`src/rtl/rr_priority_arbiter.sv`:
```
// rr_priority_arbiter
//   N-way request arbiter. Arbitration is fixed priority or round-robin,
//   chosen at run time. A granted requester may hold its grant for up to
//   MAX_HOLD consecutive cycles. After that, arbitration is forced again.
//   All outputs are registered, so a grant appears one cycle after req is
//   sampled.
//
// Ports
//   clk        rising-edge clock
//   rst        asynchronous active-low reset
//   req[N]     request vector, bit i = requester i
//   mode       0 = fixed priority (bit 0 highest), 1 = round-robin
//   gnt[N]     registered one-hot grant, or all zero
//   gnt_id     binary index of the granted requester, 0 when idle
//   gnt_valid  high while any grant is active
module rr_priority_arbiter #(
  parameter int unsigned N        = 4,
  parameter int unsigned MAX_HOLD = 4,
  parameter int unsigned IDW      = $clog2(N)
) (
  input  logic           clk,
  input  logic           rst,
  input  logic [N-1:0]   req,
  input  logic           mode,
  output logic [N-1:0]   gnt,
  output logic [IDW-1:0] gnt_id,
  output logic           gnt_valid
);

  // Hold counter counts 0..MAX_HOLD-1 and never needs to wrap.
  localparam int unsigned HW = $clog2(MAX_HOLD) + 1;

  typedef enum logic {
    ST_IDLE  = 1'b0,
    ST_GRANT = 1'b1
  } state_e;

  // Return the index of the lowest set bit of v, or 0 if v is empty.
  function automatic logic [IDW-1:0] lowest_idx(input logic [N-1:0] v);
    logic [IDW-1:0] idx;
    idx = '0;
    for (int i = int'(N) - 1; i >= 0; i--) begin
      if (v[i]) idx = IDW'(i);
    end
    return idx;
  endfunction

  state_e         state_q, state_d;
  logic [N-1:0]   gnt_q, gnt_d;
  logic [IDW-1:0] id_q, id_d;
  logic           valid_q, valid_d;
  logic [IDW-1:0] ptr_q, ptr_d;
  logic [HW-1:0]  hold_q, hold_d;

  logic           owner_req;
  logic           hold_ok;
  logic [N-1:0]   others;
  logic [N-1:0]   arb_req;
  logic [N-1:0]   hi_mask;
  logic [N-1:0]   req_hi;
  logic [IDW-1:0] fix_idx;
  logic [IDW-1:0] rr_idx;
  logic [IDW-1:0] win_idx;
  logic [N-1:0]   win_onehot;
  logic [IDW-1:0] win_ptr;
  logic           arb_any;

  // The owner still requests, and it has not used up its hold budget.
  assign owner_req = |(req & gnt_q);
  assign hold_ok   = (hold_q < HW'(MAX_HOLD - 1));
  assign others    = req & ~gnt_q;

  // Arbitration input. On hold expiry the owner is masked, but only when
  // another requester is waiting. A sole requester is simply regranted.
  always_comb begin
    arb_req = req;
    if (state_q == ST_GRANT && owner_req && !hold_ok && (|others)) begin
      arb_req = others;
    end
  end

  // Round-robin search from ptr with wrap-around. First look at bits at or
  // above ptr. If none is set, the lowest set bit overall wins.
  always_comb begin
    hi_mask = '0;
    for (int i = 0; i < int'(N); i++) begin
      hi_mask[i] = (IDW'(i) >= ptr_q);
    end
  end

  assign req_hi  = arb_req & hi_mask;
  assign fix_idx = lowest_idx(arb_req);
  assign rr_idx  = (|req_hi) ? lowest_idx(req_hi) : fix_idx;
  assign win_idx = mode ? rr_idx : fix_idx;
  assign arb_any = |arb_req;

  assign win_onehot = {{(N-1){1'b0}}, 1'b1} << win_idx;
  assign win_ptr    = (win_idx == IDW'(N - 1)) ? '0 : win_idx + IDW'(1);

  // State register.
  always_ff @(posedge clk or negedge rst) begin
    if (!rst) begin
      state_q <= ST_IDLE;
      gnt_q   <= '0;
      id_q    <= '0;
      valid_q <= 1'b0;
      ptr_q   <= '0;
      hold_q  <= '0;
    end else begin
      state_q <= state_d;
      gnt_q   <= gnt_d;
      id_q    <= id_d;
      valid_q <= valid_d;
      ptr_q   <= ptr_d;
      hold_q  <= hold_d;
    end
  end

  // Next-state logic: hold, release, expiry and idle handling.
  always_comb begin
    state_d = state_q;
    gnt_d   = gnt_q;
    id_d    = id_q;
    valid_d = valid_q;
    ptr_d   = ptr_q;
    hold_d  = hold_q;

    unique case (state_q)
      ST_IDLE: begin
        if (arb_any) begin
          state_d = ST_GRANT;
          gnt_d   = win_onehot;
          id_d    = win_idx;
          valid_d = 1'b1;
          ptr_d   = win_ptr;
          hold_d  = '0;
        end
      end

      ST_GRANT: begin
        if (owner_req && hold_ok) begin
          // Owner keeps the grant; the grant outputs stay the same.
          hold_d = hold_q + HW'(1);
        end else if (arb_any) begin
          // Release or expiry: a new grant. This may be the same owner.
          gnt_d   = win_onehot;
          id_d    = win_idx;
          valid_d = 1'b1;
          ptr_d   = win_ptr;
          hold_d  = '0;
        end else begin
          state_d = ST_IDLE;
          gnt_d   = '0;
          id_d    = '0;
          valid_d = 1'b0;
          hold_d  = '0;
        end
      end

      default: begin
        state_d = ST_IDLE;
        gnt_d   = '0;
        id_d    = '0;
        valid_d = 1'b0;
        hold_d  = '0;
      end
    endcase
  end

  assign gnt       = gnt_q;
  assign gnt_id    = id_q;
  assign gnt_valid = valid_q;

endmodule
```
`config.mk`:
```
export PLATFORM = sky130hd
export DESIGN_NAME = rr_priority_arbiter
export DESIGN_NICKNAME = d
export VERILOG_FILES = /design/src/rtl/rr_priority_arbiter.sv
export SDC_FILE = /design/constraint.sdc
export NUM_CORES = 1
export LEC_CHECK = 0
export BUFFER_PORTS_ARGS = -buffer_cell sky130_fd_sc_hd__buf_4
export CORE_MARGIN = 4
export CORE_UTILIZATION = 39
export DETAILED_ROUTE_END_ITERATION = 10
export SKIP_LAST_GASP = 1
export SYNTH_ARGS = -nofsm -noshare
export SYNTH_HDL_FRONTEND = slang
export SYNTH_SLANG_ARGS = --single-unit
```
`constraint.sdc`:
```
create_clock -name clk -period 2.35 [get_ports clk]
set_input_delay 0.235 -clock clk [delete_from_list [all_inputs] [get_ports clk]]
set_output_delay 0.235 -clock clk [all_outputs]
set_load 0.02 [all_outputs]
```
After elaboration in Yosys (flattened, before gate mapping) --
Cells that the tools add are included.
Word-level totals: bits in registers 13
Cells by class: $add $sub $neg 2, order comparisons 5, equality and inequality tests 3, shift operators 1, multiplexer cells 32, bitwise logic cells 5, reductions and logical operators 10
Operator list (count):
- 2-to-1 mux 2 bit | 16
- 2-to-1 mux 4 bit | 4
- OR reduction 4 bit | 4
- AND 4 bit | 3
- one-hot mux 2 bit (2 select lines) | 2
- one-hot mux 4 bit (2 select lines) | 1
- 2-to-1 mux 3 bit | 2
- one-hot mux 3 bit (2 select lines) | 1
- >= comparator 1 x 2 -> 1 bit (first input constant) | 2
- >= comparator 2 bit (first input constant) | 2
- logical AND 1 bit | 4
- 2-to-1 mux 1 bit | 4
- != test 2 bit (second input constant) | 2
- inverter 4 bit | 1
- one-hot mux 1 bit (2 select lines) | 2
- left shift 1 x 2 -> 4 bit (first input constant) | 1
- adder 3 x 1 -> 3 bit (second input constant) | 1
- < comparator 3 x 2 -> 1 bit (second input constant) | 1
- adder 2 x 1 -> 2 bit (second input constant) | 1
- == test 2 bit (second input constant) | 1
- AND reduction 2 bit | 1
- logical NOT 1 bit | 1
- inverter 1 bit | 1

Logic depth before layout (Yosys ltp) --
Gate-level depths: netlist of the first run.
word-level depth 18, gate-level depth with buffers 10, gate-level depth less buffers 10

Worst setup path before layout of the first run --
No wires, ideal clock.
kind register to register, from register gnt_q[2], in the netlist gnt[2], to register ptr_q[0], arrival time 2.215 ns, data required time 2.229 ns, slack 0.014 ns, cell stages (with the launch flop) 11, period minus slack after synthesis 2.336 ns, path through dfrtp_1 > a22oi_1 > a211o_1 > o21ai_2 > nand2_1 > a31o_1 > a32o_1 > inv_1 > ha_1 > nor2_1 > a22o_1
Between the ends: cells in the longest elaborated chain, start to end 18
RTL lines:
- from (decl) | line 49 | logic [N-1:0] gnt_q, gnt_d;
- from (signal assigned) | line 111 | gnt_q <= gnt_d;
- AND 4 bit | line 69 | assign owner_req = |(req & gnt_q);
- OR reduction 4 bit | line 69
- logical AND 1 bit (3 in a row) | line 77 | if (state_q == ST_GRANT && owner_req && !hold_ok && (|others)) begin
- 2-to-1 mux 4 bit | line 77
- AND 4 bit | line 91 | assign req_hi = arb_req & hi_mask;
- 2-to-1 mux 2 bit (4 in a row) | line 43 | if (v[i]) idx = IDW'(i);
- 2-to-1 mux 2 bit | line 93 | assign rr_idx = (|req_hi) ? lowest_idx(req_hi) : fix_idx;
- 2-to-1 mux 2 bit | line 94 | assign win_idx = mode ? rr_idx : fix_idx;
- adder 2 x 1 -> 2 bit / == test 2 bit (equally long branches) | line 98 | assign win_ptr = (win_idx == IDW'(N - 1)) ? '0 : win_idx + IDW'(1);
- 2-to-1 mux 2 bit | line 98
- 2-to-1 mux 2 bit | line 130, 144
- 2-to-1 mux 2 bit | line 141 | if (owner_req && hold_ok) begin
- one-hot mux 2 bit (2 select lines) | line 128 | unique case (state_q)
- to (signal assigned) | line 114 | ptr_q <= ptr_d;
- to (decl) | line 52 | logic [IDW-1:0] ptr_q, ptr_d;
Several ways; a longest one is shown, not always the timed one. The select of a mux whose other input is x is not followed. A chain may end at the register's enable or synchronous reset.

Final worst setup path of the first run --
Ends and elaborated chain as after synthesis.

==> reports/qor.csv, run 1 <==
metric;value;unit
gp_congestion;0.818;
worst_setup_path_end_kind;flip-flop;
max_freq;0.443;GHz
synth_top_family_by_area;compound AO/OA/AOI/OAI gates;
clk_pin_slew;0.08;ns
r2r-start;gnt[2];
p_per_area;1080;mW/mm^2
max_cap_violations;0;
synth_compound_area_share;30.4;%
core_area;0.00180;mm^2
syn-num-nets;89;
ys.flop_type;dfrtp_1;
start_util;43.1;%
grt_setup_unrepaired;true;
cts_tree;built;
synthMuxAreaShare;0;%
final_nets;119;
period_needed;2.26;ns
vias;685;
antenna_found_initial;0;
drtPass1Iterations;4;
r2r_end;ptr_q[0];
final_common_cell;buf_4;
yosysWarnings;0;
ir_worst_vdd;0.669;mV
htree_levels;1;
grt_overflow;0;
cp_max_fo;5;
r2r_setup_slack;0.09;ns
synthAdderAreaFrac;8.05;%
n_antenna_cell;0;
hpwl;1.24;mm
syn-cell-area;777;um^2
hp-class;input pin to async pin;
ys_types;28;
die_y;52.6;um
critPathKind;flip-flop to flip-flop;
die_w;52.6;um
wl;1.68;mm
stdcell_count;131;
io_buffers;13;
clock_path_buffers;2;
reg2reg_depth;10;
maxSlewHeadroom;74.0;%
synth_cells;77;
setup-tns-final;0;ns
worstMarginPinSlew;0.387;ns
synth-simple-area-share;17.7;%
hold_violations;0;
ys_seq_area_share;41.9;%
post-route-period-util;96.0;%
async_flop_share;100;%
outcome;completed;
dp.cells;121;
grt_max_degree;14;
clk_latency;0.27;ns
crit_arrival;2.42;ns
synth_enable_flop_cells;0;
required;2.52;ns
vias_per_cell;5.23;
drc;0;
die_area;0.00277;mm^2
avgSynthCellArea;10.1;um^2
root_buffer;clkbuf_4;
io_pins;14;
rows;15;
grt.total_usage;13.1;%
static-leakage-power;0.503;nW
power.total;1.18;mW
grt_pass1_vias;618;
initialDrtViolationCount;18;
synth_xor_area_share;0;%
synth-seq-cells;13;
grt_pass1_wl;2.66;mm
worstSetupStartpointType;flip-flop;
layout-drive-gt1-share;46.2;%
routedWlPerCell;12.8;um
drv_slew;0;
postRouteAntennaNets;0;
cts.sinks;13;
layout_common_cells;buf_4 (23), dfrtp_1 (12), nand2_1 (9);
cts_made_buffers;3;
synthToLayoutAreaGrowth;40.7;%
skew;0.00200;ns
setup_violations;0;
cell usage after synthesis, types with 3 or more instances:
cell | count | share of area [%]
dfrtp_1 | 13 | 42
nand2_1 | 10 | 4.8
ha_1 | 5 | 8.1
o21ai_2 | 5 | 5.6
a22o_1 | 4 | 4.5
inv_1 | 4 | 1.9
o21ai_0 | 4 | 2.6
o31ai_1 | 4 | 3.9
a32o_1 | 3 | 3.9
nor2_1 | 3 | 1.4
worst max-delay path, stage by stage, from the launching register on:
cell and delay [ns]:
dfrtp_1 0.43, and2b_2 0.27, o31ai_2 0.33, o21ai_4 0.12, nor3b_1 0.16, o31ai_2 0.20
nand3_2 0.17, inv_2 0.12, ha_4 0.14, nor2_1 0.04, a22o_1 0.17
routing by layer:
metal	vias up	global-route usage (%)	share of wire, %
li1	349	-	-
met1	314	17.3	52
met2	18	20.0	42
met3	4	1.71	3.8
met4	0	7.66	2.0
met5	-	0	0
how the worst max path moves through the flow:
stage / startpoint / endpoint / cells past startpoint
floorplan: gnt[2] / ptr_q[0] / 10
global placement: gnt[2] / ptr_q[0] / 10
detailed placement: gnt[2] / ptr_q[0] / 10
CTS: gnt[1] / ptr_q[0] / 10
global route: gnt[2] / ptr_q[0] / 11
finish: gnt[2] / ptr_q[0] / 10
stage by stage:
| stage | hold WS [ns] | instance area, um^2 | setup WS [ns] | util [%] |
|---|---|---|---|---|
| after CTS | 0.323 | 996 | 0.00103 | 55.3 |
| final | 0.330 | 1090 | 0.0933 | 60.7 |
| after global routing | 0.337 | 1090 | -0.0387 | 60.7 |
| after detailed placement | 0.0871 | 951 | -0.00870 | 52.8 |
| after global placement | 0.0841 | 951 | 0.0162 | 52.8 |
| after floorplan | -0.0606 | 777 | 0.0142 | - |
final cells by class:
type	count	area (um^2)
fillers	167	708
repair buffers	25	194
inverters	4	15.0
clock buffers	3	22.5
clock inverters	1	5.00
well taps	25	31.3
flip-flops and latches	13	327
multi-input cells	60	499
repair_timing:
action,4_1_cts,5_1_grt
resized for setup,1,17
endpoints found under the hold margin,13,0
setup buffers,0,5
endpoints found under the setup margin,1,6
pin swaps,2,8
cloned,0,0
hold buffers,1,0
flip-flops by register name (all words and copies together), names as in the netlist:
| signal | count |
|---|---|
| gnt | 4 |
| hold_q | 3 |
| gnt_id | 2 |
| state_q | 1 |
| gnt_valid | 1 |
| ptr_q | 2 |
power breakdown:
group	total (mW)	switching, mW	internal [mW]
logic	0.653	0.349	0.304
clock network	0.134	0.0709	0.0631
registers	0.397	0.0845	0.313
logic make-up after synthesis:
kind of cell	after synthesis
and+or+nand+nor	25
buffers and inverters	4
AOI/OAI and AO/OA	30
DFF	13
adders and majority gates	5
No activity file was read; power rests on OpenSTA's default activity.
==> run 2, diff against run 1 <==
--- a/config.mk
+++ b/config.mk
@@ -9,6 +9,7 @@
 export CORE_MARGIN = 4
 export CORE_UTILIZATION = 39
 export DETAILED_ROUTE_END_ITERATION = 10
+export PLACE_DENSITY = 0.63
 export SKIP_LAST_GASP = 1
 export SYNTH_ARGS = -nofsm -noshare
 export SYNTH_HDL_FRONTEND = slang
==> reports/qor.csv, run 2 (synthesis results as in run 1) <==
metric;value;unit;change
post-route-period-util;96.4;%;+0.37 points
clk_pin_slew;0.08;ns;about the same
grt_pass1_vias;697;;+13%
outcome;completed;;
drc;0;;unchanged
drv_slew;0;;unchanged
postRouteAntennaNets;0;;unchanged
cts.sinks;13;;unchanged
fill_cells;165;;-1.2%
hold_violations;0;;unchanged
ir_worst_vdd;0.853;mV;+28%
skew;0.00286;ns;+0.000863 ns
worst_setup_path_end_kind;flip-flop;;
fin_hold_ws;0.326;ns;-0.00470 ns
r2r_setup_slack;0.08;ns;about the same
p_per_area;1100;mW/mm^2;+1.6%
worstMarginPinSlew;0.302;ns;-0.0856 ns
period_needed;2.27;ns;+0.00879 ns
initialDrtViolationCount;4;;-14
core_area;0.00180;mm^2;unchanged
final_common_cell;buf_4;;
clk_latency;0.28;ns;about the same
met2WireLength;910;um;+28%
die_area;0.00277;mm^2;unchanged
clock_path_buffers;2;;unchanged
wl_met3;54;um;-16%
static-leakage-power;0.532;nW;+5.7%
vias;716;;+4.5%
cts_made_buffers;3;;unchanged
htree_levels;1;;unchanged
grt_overflow;0;;unchanged
path_cells;a22oi_2 > a211o_1 > o21ai_2 > nand2_1 > a31o_1 > a32o_2 > inv_2 > ha_4 > nor2_1 > a22o_1;;
die_y;52.6;um;unchanged
grt.total_usage;14.6;%;+1.5 points
n_antenna_cell;0;;unchanged
setup_violations;0;;unchanged
worstSetupStartpointType;flip-flop;;
maxSlewHeadroom;79.9;%;+5.9 points
grt_pass1_wl;2.98;mm;+12%
cp_max_fo;5;;unchanged
antenna_found_initial;0;;unchanged
wl_met1;935;um;+7.0%
top_layer_used;met4;;
final_nets;125;;+5.0%
wl;1.93;mm;+15%
drtPass1Iterations;4;;unchanged
crit_arrival;2.43;ns;about the same
max_freq;0.441;GHz;-0.39%
reg2reg_depth;10;;unchanged
io_pins;14;;unchanged
final_area;0.00114;mm^2;+4.6%
io_buffers;13;;unchanged
vias_per_cell;5.23;;about the same
cts_tree;built;;
start_util;43.1;%;unchanged
largest_reg_flops;4;;unchanged
gp_congestion;0.870;;+6.4%
required;2.52;ns;about the same
grt_max_degree;14;;unchanged
slowest_stage;dfrtp_1;;
rows;15;;unchanged
synthToLayoutAreaGrowth;47.2;%;
hpwl;1.34;mm;+7.9%
routedWlPerCell;14.1;um;+9.7%
layout-drive-gt1-share;50.9;%;+4.7 points
hp-class;input pin to async pin;;
slowest_delay;0.43;ns;about the same
root_buffer;clkbuf_4;;
place_area;958;um^2;+0.79%
critPathKind;flip-flop to flip-flop;;
die_w;52.6;um;unchanged
max_cap_violations;0;;unchanged
layout_common_cells;buf_4 (30), dfrtp_1 (12), nand2_1 (10);;
run 2: cell types whose count changed in the layout (fill, tap and decap cells not counted), sizes merged:
| cell | before | now |
|---|---|---|
| buf | 24 | 30 |
run 2: cell type report:
cell class / instances / area, um^2 / area share, %
clock buffer: 3 / 22.5 / 1.97
clock inverter: 1 / 5.00 / 0.438
inverter: 4 / 15.0 / 1.31
multi-input combinational: 60 / 508 / 44.4
sequential: 13 / 327 / 28.6
tap: 25 / 31.3 / 2.74
timing repair buffer: 31 / 235 / 20.6
run 2: power breakdown:
group          internal (mW)  leakage (nW)  switching, mW
combinational          0.344         0.354          0.378
sequential             0.313         0.160         0.0855
clock                 0.0632        0.0177         0.0735
run 2: routing by layer:
layer	vias to the layer above	global-route usage [%]
li1	360	-
met1	336	18.6
met2	15	23.8
met3	5	1.71
met4	0	7.66
met5	-	0
run 2: worst paths after layout:
check	end	start
min in group clk	state_q	req[3]
min reg2reg	gnt_valid	gnt_valid
max in group asynchronous	gnt[2]	rst
min	gnt_id[0]	rst
max reg2reg	ptr_q[0]	gnt[3]
max	ptr_q[0]	gnt[3]
run 2: per-stage QoR:
step	util [%]	setup WS [ns]	TNS, ns	cells	total power, mW
after detailed placement	53.2	0.00117	0	122	0.976
after global routing	63.5	-0.0384	-0.0746	137	1.36
final	63.5	0.0845	0	137	1.26
after global placement	53.2	0.0748	0	122	0.960
after CTS	56.5	0.0348	0	129	1.15
after floorplan	-	0.0142	0	77	0.753
run 2: timing repair:
item / CTS / global route
cloned: 0 / 0
buffers inserted: 2 / 8
hold buffers: 1 / 0
hold endpoints to repair: 13 / 0
pin swaps: 2 / 8
setup endpoints to repair: 1 / 4
resized for setup: 1 / 15
run 2: critical path: cells and delay by family (launching register included):
family                   cells  cell delay [ns]
AO/OA/AOI/OAI                6             1.37
flip-flops                   1             0.43
AND/OR/NAND/NOR              2             0.13
adder cells (fa/ha/maj)      1             0.13
buffers and inverters        1             0.08
==> run 3, diff against run 2 <==
--- a/config.mk
+++ b/config.mk
@@ -5,11 +5,12 @@
 export SDC_FILE = /design/constraint.sdc
 export NUM_CORES = 1
 export LEC_CHECK = 0
-export BUFFER_PORTS_ARGS = -buffer_cell sky130_fd_sc_hd__buf_4
+export BUFFER_PORTS_ARGS = -buffer_cell sky130_fd_sc_hd__clkbuf_2
 export CORE_MARGIN = 4
 export CORE_UTILIZATION = 39
 export DETAILED_ROUTE_END_ITERATION = 10
 export PLACE_DENSITY = 0.63
+export SKIP_CTS_REPAIR_TIMING = 1
 export SKIP_LAST_GASP = 1
 export SYNTH_ARGS = -nofsm -noshare
 export SYNTH_HDL_FRONTEND = slang
==> reports/qor.csv, run 3 (synthesis results as in run 1) <==
metric;value;unit;change
outcome;completed;;
place_area;911;um^2;-5.0%
largest_reg_flops;4;;unchanged
die_area;0.00277;mm^2;unchanged
routedWlPerCell;14.4;um;+2.3%
p_int;0.656;mW;-8.9%
core_area;0.00180;mm^2;unchanged
grt_pass1_wl;3.01;mm;+0.94%
fin_hold_ws;0.381;ns;+0.0556 ns
reg2reg_depth;10;;unchanged
hp-class;input pin to async pin;;
io_buffers;13;;unchanged
final_nets;120;;-4.0%
clock_path_buffers;2;;unchanged
io_pins;14;;unchanged
r2r_end;gnt[3];;
initialDrtViolationCount;9;;+5
p_per_area;1100;mW/mm^2;+0.46%
gp_congestion;0.790;;-9.2%
power.total;1.17;mW;-7.1%
hpwl;1.33;mm;-0.48%
maxSlewHeadroom;71.6;%;-8.3 points
start_util;43.1;%;unchanged
grt_max_degree;14;;unchanged
critPathKind;flip-flop to flip-flop;;
crit_start;gnt[2];;
root_buffer;clkbuf_4;;
switching_share;43.8;%;+1.1 points
max_cap_violations;0;;unchanged
fin_ws;0.0754;ns;-0.00906 ns
period_needed;2.27;ns;+0.00906 ns
setup-tns-final;0;ns;unchanged
combPwrFrac;54.6;%;-2.8 points
required;2.51;ns;about the same
clk_latency;0.27;ns;about the same
worst_setup_path_end_kind;flip-flop;;
worstMarginPinSlew;0.423;ns;+0.121 ns
post-route-period-util;96.8;%;+0.39 points
grt_setup_unrepaired;true;;
clk_pin_slew;0.07;ns;about the same
cts_made_buffers;3;;unchanged
wl;1.90;mm;-1.4%
stdcell_count;132;;-3.6%
hold_violations;0;;unchanged
setup_violations;0;;unchanged
synthToLayoutAreaGrowth;36.1;%;
final_area;0.00106;mm^2;-7.5%
p_seq_share;33.9;%;+2.2 points
cp_max_fo;5;;unchanged
drc;0;;unchanged
power_switching;0.512;mW;-4.8%
rows;15;;unchanged
r2r-start;gnt[2];;
skew;0.000830;ns;-0.00203 ns
grt.total_usage;14.6;%;unchanged
postRouteAntennaNets;0;;unchanged
max_freq;0.440;GHz;-0.40%
drtPass1Iterations;4;;unchanged
cts_tree;built;;
vias_per_cell;5.44;;+4.1%
post-place-ws;-0.00867;ns;-0.00983 ns
htree_levels;1;;unchanged
layout_common_cells;dfrtp_1 (13), clkbuf_2 (13), buf_4 (12);;
vias;718;;+0.28%
grt_pass1_vias;700;;+0.43%
post-route-util;58.7;%;-4.8 points
worstSetupStartpointType;flip-flop;;
clockPowerShare;11.5;%;+0.6 points
r2r_setup_slack;0.08;ns;about the same
ir_worst_vdd;0.596;mV;-30%
layout-drive-gt1-share;45.8;%;-5.1 points
grt_overflow;0;;unchanged
fill_cells;165;;unchanged
dp.cells;120;;-1.6%
die_y;52.6;um;unchanged
n_antenna_cell;0;;unchanged
crit_arrival;2.44;ns;about the same
drv_slew;0;;unchanged
die_w;52.6;um;unchanged
cts.sinks;13;;unchanged
static-leakage-power;0.498;nW;-6.3%
antenna_found_initial;0;;unchanged
[run 3: cell count changes in the layout (fill, tap and decap cells not counted), sizes merged]
cell | previous run | this run
buf | 30 | 12
clkbuf | 3 | 17
clkinv | 1 | 0
[run 3: how the worst max path moves through the flow]
| stage | endpoint | slack [ns] | depth (start not counted) |
|---|---|---|---|
| after floorplan | ptr_q[0] | 0.01 | 10 |
| after global placement | ptr_q[0] | 0.03 | 10 |
| after detailed placement | ptr_q[0] | -0.009 | 10 |
| after CTS | ptr_q[0] | -0.04 | 10 |
| after global routing | ptr_q[0] | -0.08 | 11 |
| final | gnt[3] | 0.08 | 10 |
[run 3: worst max-delay path, cell delays in order (launching register included)]
cell,delay [ns]
dfrtp_1,0.42
and2b_2,0.26
o31ai_1,0.42
o21ai_4,0.13
buf_4,0.15
nor2_1,0.08
o21ai_1,0.07
nand3_2,0.15
inv_2,0.05
ha_1,0.21
a22o_1,0.21
[run 3: final cells by class]
| type | instances | area, um^2 | share of cell area, % |
|---|---|---|---|
| Sequential cell | 13 | 325 | 30.8 |
| Tap cell | 25 | 31.3 | 2.96 |
| Clock buffer | 4 | 26.3 | 2.49 |
| Multi-Input combinational cell | 60 | 494 | 46.7 |
| Timing Repair Buffer | 26 | 165 | 15.6 |
| Inverter | 4 | 15.0 | 1.42 |
[run 3: metal layers]
layer  global-route usage, %  vias to the layer above  routed length [um]
met5                       0                        -                   0
met4                    7.66                        0                  33
met3                    1.71                        4                  76
met2                    23.6                       18                 922
met1                    18.8                      346                 869
li1                        -                      350                   -
[run 3: power groups by stage]
stage,sequential (mW),clock (mW),combinational [mW]
4_1_cts,0.391,0.141,0.546
3_3_place_gp,0.389,0,0.530
3_5_place_dp,0.394,0,0.540
6_report,0.396,0.134,0.638
5_1_grt,0.414,0.147,0.702
2_1_floorplan,0.448,0,0.305
